<file path="src/rtl/norm_pkg.sv">
// Shared types and defaults for the normalizer receive path.
package norm_pkg;

  localparam int unsigned NORM_COL   = 8;
  localparam int unsigned NORM_W_OUT = 16;

  typedef logic [NORM_COL-1:0][NORM_W_OUT-1:0] norm_vec_t;

  typedef enum logic [1:0] {
    IDLE,
    FILL,
    DROP
  } coll_state_e;

endpackage

</file>
<file path="src/rtl/norm_pingpong_buf.sv">
// Two-entry vector store: element-wise write side, registered valid/ready read side.
module norm_pingpong_buf #(
  parameter int unsigned COL   = norm_pkg::NORM_COL,
  parameter int unsigned W_OUT = norm_pkg::NORM_W_OUT,
  localparam int unsigned IDX_W = (COL > 1) ? $clog2(COL) : 1
) (
  input  logic                      clk,
  input  logic                      reset,
  input  logic                      wr_en,
  input  logic [IDX_W-1:0]          wr_idx,
  input  logic [W_OUT-1:0]          wr_data_1,
  input  logic [W_OUT-1:0]          wr_data_2,
  input  logic                      wr_commit,
  output logic                      wr_full,
  output logic                      rd_valid,
  output logic [COL-1:0][W_OUT-1:0] rd_data_1,
  output logic [COL-1:0][W_OUT-1:0] rd_data_2,
  input  logic                      rd_ready
);

  typedef logic [COL-1:0][W_OUT-1:0] vec_t;

  vec_t [1:0] mem1_q, mem1_d;
  vec_t [1:0] mem2_q, mem2_d;
  logic [1:0] full_q, full_d;
  logic [1:0] full_left;
  logic       wr_ptr_q, wr_ptr_d;
  logic       rd_ptr_q, rd_ptr_d;
  logic       valid_q, valid_d;
  vec_t       data1_q, data1_d;
  vec_t       data2_q, data2_d;
  logic       consume;

  always_comb begin
    mem1_d = mem1_q;
    mem2_d = mem2_q;
    if (wr_en) begin
      mem1_d[wr_ptr_q][wr_idx] = wr_data_1;
      mem2_d[wr_ptr_q][wr_idx] = wr_data_2;
    end

    consume   = valid_q && rd_ready;
    full_left = full_q;
    rd_ptr_d  = rd_ptr_q;
    if (consume) begin
      full_left[rd_ptr_q] = 1'b0;
      rd_ptr_d            = ~rd_ptr_q;
    end

    full_d   = full_left;
    wr_ptr_d = wr_ptr_q;
    if (wr_commit) begin
      full_d[wr_ptr_q] = 1'b1;
      wr_ptr_d         = ~wr_ptr_q;
    end

    // Output view ignores this cycle's commit, giving one cycle of commit-to-valid
    // latency while still letting a held second vector follow a consume with no bubble.
    valid_d = full_left[rd_ptr_d];
    data1_d = data1_q;
    data2_d = data2_q;
    if (valid_d) begin
      data1_d = mem1_q[rd_ptr_d];
      data2_d = mem2_q[rd_ptr_d];
    end
  end

  always_ff @(posedge clk) begin
    if (reset) begin
      mem1_q   <= '0;
      mem2_q   <= '0;
      full_q   <= '0;
      wr_ptr_q <= 1'b0;
      rd_ptr_q <= 1'b0;
      valid_q  <= 1'b0;
      data1_q  <= '0;
      data2_q  <= '0;
    end else begin
      mem1_q   <= mem1_d;
      mem2_q   <= mem2_d;
      full_q   <= full_d;
      wr_ptr_q <= wr_ptr_d;
      rd_ptr_q <= rd_ptr_d;
      valid_q  <= valid_d;
      data1_q  <= data1_d;
      data2_q  <= data2_d;
    end
  end

  assign wr_full   = full_q[wr_ptr_q];
  assign rd_valid  = valid_q;
  assign rd_data_1 = data1_q;
  assign rd_data_2 = data2_q;

endmodule

</file>
<file path="src/rtl/norm_collector.sv">
// Reassembles the two serial normalizer streams into COL-wide vectors, double-buffered.
module norm_collector
  import norm_pkg::*;
#(
  parameter int unsigned COL   = NORM_COL,
  parameter int unsigned W_OUT = NORM_W_OUT
) (
  input  logic                 clk,
  input  logic                 reset,
  input  logic                 norm_valid,
  input  logic [W_OUT-1:0]     psum_norm_1,
  input  logic [W_OUT-1:0]     psum_norm_2,
  output logic [COL*W_OUT-1:0] m_data_1,
  output logic [COL*W_OUT-1:0] m_data_2,
  output logic                 m_valid,
  input  logic                 m_ready,
  output logic                 err_short,
  output logic                 err_overflow,
  output logic [15:0]          burst_cnt
);

  localparam int unsigned IDX_W = (COL > 1) ? $clog2(COL) : 1;

  coll_state_e              state_q, state_d;
  logic [IDX_W-1:0]         idx_q, idx_d;
  logic                     err_short_q, err_short_d;
  logic                     err_overflow_q, err_overflow_d;
  logic [15:0]              burst_cnt_q, burst_cnt_d;
  logic                     wr_en;
  logic                     wr_commit;
  logic                     wr_full;
  logic [COL-1:0][W_OUT-1:0] rd_data_1;
  logic [COL-1:0][W_OUT-1:0] rd_data_2;

  always_comb begin
    state_d        = state_q;
    idx_d          = idx_q;
    err_short_d    = 1'b0;
    err_overflow_d = err_overflow_q;
    burst_cnt_d    = burst_cnt_q;
    wr_en          = 1'b0;
    wr_commit      = 1'b0;

    unique case (state_q)
      IDLE: begin
        if (norm_valid) begin
          if (!wr_full) begin
            wr_en   = 1'b1;
            idx_d   = IDX_W'(1);
            state_d = FILL;
          end else begin
            err_overflow_d = 1'b1;
            state_d        = DROP;
          end
        end
      end
      FILL: begin
        if (norm_valid) begin
          wr_en = 1'b1;
          if (idx_q == IDX_W'(COL - 1)) begin
            wr_commit   = 1'b1;
            burst_cnt_d = burst_cnt_q + 16'd1;
            idx_d       = '0;
            state_d     = IDLE;
          end else begin
            idx_d = idx_q + IDX_W'(1);
          end
        end else begin
          err_short_d = 1'b1;
          idx_d       = '0;
          state_d     = IDLE;
        end
      end
      DROP: begin
        if (!norm_valid) begin
          state_d = IDLE;
        end
      end
      default: state_d = IDLE;
    endcase
  end

  always_ff @(posedge clk) begin
    if (reset) begin
      state_q        <= IDLE;
      idx_q          <= '0;
      err_short_q    <= 1'b0;
      err_overflow_q <= 1'b0;
      burst_cnt_q    <= '0;
    end else begin
      state_q        <= state_d;
      idx_q          <= idx_d;
      err_short_q    <= err_short_d;
      err_overflow_q <= err_overflow_d;
      burst_cnt_q    <= burst_cnt_d;
    end
  end

  norm_pingpong_buf #(
    .COL   (COL),
    .W_OUT (W_OUT)
  ) u_buf (
    .clk       (clk),
    .reset     (reset),
    .wr_en     (wr_en),
    .wr_idx    (idx_q),
    .wr_data_1 (psum_norm_1),
    .wr_data_2 (psum_norm_2),
    .wr_commit (wr_commit),
    .wr_full   (wr_full),
    .rd_valid  (m_valid),
    .rd_data_1 (rd_data_1),
    .rd_data_2 (rd_data_2),
    .rd_ready  (m_ready)
  );

  assign m_data_1     = rd_data_1;
  assign m_data_2     = rd_data_2;
  assign err_short    = err_short_q;
  assign err_overflow = err_overflow_q;
  assign burst_cnt    = burst_cnt_q;

endmodule
</file>
<file path="config.mk">
export PLATFORM = sky130hd
export DESIGN_NAME = norm_collector
export DESIGN_NICKNAME = d
export VERILOG_FILES = /design/src/rtl/norm_pkg.sv /design/src/rtl/norm_pingpong_buf.sv /design/src/rtl/norm_collector.sv
export SDC_FILE = /design/constraint.sdc
export NUM_CORES = 2
export LEC_CHECK = 0
export CAP_MARGIN = 20
export CORE_MARGIN = 2
export CORE_UTILIZATION = 50
export CTS_CLUSTER_SIZE = 24
export DETAILED_ROUTE_END_ITERATION = 10
export DONT_BUFFER_PORTS = 1
export HOLD_SLACK_MARGIN = 0.15
export MAX_ROUTING_LAYER = met4
export SLEW_MARGIN = 25
export SYNTH_ARGS = -nofsm -noshare
export SYNTH_HDL_FRONTEND = slang
export SYNTH_HIERARCHICAL = 1
export SYNTH_SLANG_ARGS = --single-unit
</file>
<file path="constraint.sdc">
create_clock -name clk -period 6.3 [get_ports clk]
set_input_delay 1.89 -clock clk [delete_from_list [all_inputs] [get_ports clk]]
set_output_delay 1.89 -clock clk [all_outputs]
set_load 0.01 [all_outputs]
</file>
==> results.cfg <==
[power]
p_per_area_nw_per_um2 = 306.8
leakagePower_uw = 0.01526
vdd_drop_max_v = 0.0002050
design_power_total_uw = 10120

[finish]
fin_nets = 3411
n_antenna_cell = 0
drive_gt1_frac = 0.05476
area_delta_synth_final_pct = 8.967
mostFrequentLayoutCell = nand2_1
final_cell_mix = nand2_1, dfxtp_1, a21oi_1, and3_1, a211o_1

[die]
rows = 90
initial_core_util = 0.5036
die_h_microns = 250.1
die-area_sq_um = 62550
core_area_sq_um = 60130
die-width_microns = 250.1
ios = 311

[logic_synthesis]
synth_nets = 3660
synth_top_area_share = 0.5263
synth_cells = 3621
syn_area_per_cell_sq_um = 8.362
yosys_most_used_dff = dfxtp_1
synth_seq_area_share = 0.5263
synth_edf_count = 0
postSynth.asyncResetShare = 0
synth.largest_area_cell = dfxtp_1
syn_area_sq_um = 30280
ys_types = 38
ys_warn_count = 6
synth_seq_cells = 796
ys_top_cells_by_area = dfxtp_1, nand2_1, and3_1, a21oi_1, a211o_1

[clock_network]
postCtsSetupBuffers = 0
clock_sinks = 796
ctsResizeCount = 0
cts_hold_buf = 0
clk_pin_slew_ps = 60
clk_latency_ps = 620
clock-root-buffer = clkbuf_16
clk_path_buf_depth = 3
cts_tree = built
cts_inserted_buffers = 82
ctsHtreeMaxLevel = 3

[sta]
drv_slew = 0
setup-violations-final = 0
fin_crit_sh = 0.6189
skew_ps = 15.02
maxSlewHeadroom = 0.2667
worst_pin_slew_ps = 1100
period_needed_ps = 3899
setup_tns_ps = 0
rsz0062_at_grt = no
max_freq_mhz = 256.5
finalHoldViolations = 0

[worst_setup_path]
cp_data_required_time_ps = 6780
crit_family = simple AND/OR/NAND/NOR gates
crit_chain = mux2_2 -> nor2b_1 -> nand2b_1 -> inv_1 -> nor3b_1 -> nand3_2 -> nand2_1 -> a21oi_1
cp_num_buf_inv = 1
slowest_stage = dfxtp_1
crit_type = reg2reg
slowest_delay_ps = 860
worstPathArrival_ps = 4370
start_kind = flop
cp_max_fo = 32
end_kind = flop

[routing]
postRouteAntennaNets = 0
vias_per_cell = 6.029
vias = 25410
route.detailed.wl_per_inst_microns = 23.61
firstDrtPassIters = 6
drtIter0Drc = 2363
drc = 0
routed_wl_microns = 99530

[global_route]
grt_pass1_vias = 23920
grt_max_degree = 546
grt_pass1_wl_microns = 148900
grt.overflow.total = 0
antenna_found_initial = 0
gr-usage-all-layers = 0.3151

[placement]
io_buffer_count = 0
gp_congestion = 0.7985
dp_hpwl_microns = 54360

[min_path]
hp-class = reg2reg

[flow_run]
cap_viol_max_count = 0

[outcome]
status = finished, final reports clean
==> path summary, 6_finish.rpt <==
| check | start | to | slack [ps] | cells after the start |
|---|---|---|---|---|
| setup / recovery | u_buf/wr_ptr_q | u_buf/mem1_q[150] | 2400 | 8 |
| hold reg to reg | u_buf/mem1_q[203] | u_buf/mem1_q[203] | 450 | 2 |
| setup reg to reg | u_buf/wr_ptr_q | u_buf/mem1_q[150] | 2400 | 8 |
| hold / removal | u_buf/mem1_q[203] | u_buf/mem1_q[203] | 450 | 2 |
==> final cells by class <==
type	count	area, sq um
sequential	796	15940
tap	782	978.4
fill	5485	27140
multi-input combinational	2457	12920
clock inverter	18	221.5
clock buffer	127	2517
timing repair buffer	30	405.4
inverter	5	18.77
==> sequential cells by signal, indices dropped and copies added, names as in the netlist <==
signal,cells
u_buf/mem1_q,256
u_buf/mem2_q,256
u_buf/rd_data_1,128
u_buf/rd_data_2,128
burst_cnt,16
idx_q,3
state_q,2
u_buf/full_q,2
err_overflow,1
err_short,1
u_buf/rd_ptr_q,1
u_buf/rd_valid,1
u_buf/wr_ptr_q,1
==> cells by family after synthesis <==
kind of cell,after synthesis,synth area share
and+or+nand+nor,1652,0.2523
muxes,3,0.001239
AOI/OAI and AO/OA,787,0.1621
adders and majority gates,3,0.001240
buffers and inverters,368,0.05314
DFF,796,0.5263
xor gates and xnor gates,12,0.003719
==> power by group <==
| part | switching, uW | total (uW) | internal [uW] |
|---|---|---|---|
| logic | 81.5 | 110 | 29.0 |
| registers | 14.7 | 5070 | 5060 |
| clock network | 2000 | 4940 | 2940 |
==> synthesized netlist by cell type, drive strengths merged (5+ instances only) <==
cell	n
nand2	1047
dfxtp	796
a21oi	524
and3	513
clkbuf	309
a211o	256
buf	54
nor2	33
nand3	16
nor3	11
nor2b	8
xnor2	8
nand2b	6
inv	5
==> tightest hold or removal path: stages (launching register included) <==
cell	delay, ps
dfxtp_1	300
nand2_1	50
a21oi_1	50
==> per-stage QoR <==
step           utilization  hold slack (ps)  worst slack [ps]  instances  cell area, sq um
6_report            0.5487            448.7              2401       4215             33000
5_1_grt             0.5487            459.6              2213       4215             33000
4_1_cts             0.5475            448.9              2522       4212             32920
3_5_place_dp        0.5019            441.4              1977       4067             30180
3_3_place_gp        0.5006            435.5              1840       4064             30100
2_1_floorplan            -            431.9              2848       3621             30280
==> routing by layer <==
metal / global-route usage / up-vias / wire length [microns]
li1: - / 11780 / -
met1: 0.3994 / 12450 / 40930
met2: 0.4924 / 1011 / 46320
met3: 0.08230 / 180 / 9401
met4: 0.09940 / 0 / 2881
met5: - / - / 0
Note: power is estimated with default switching activity, not from simulation.
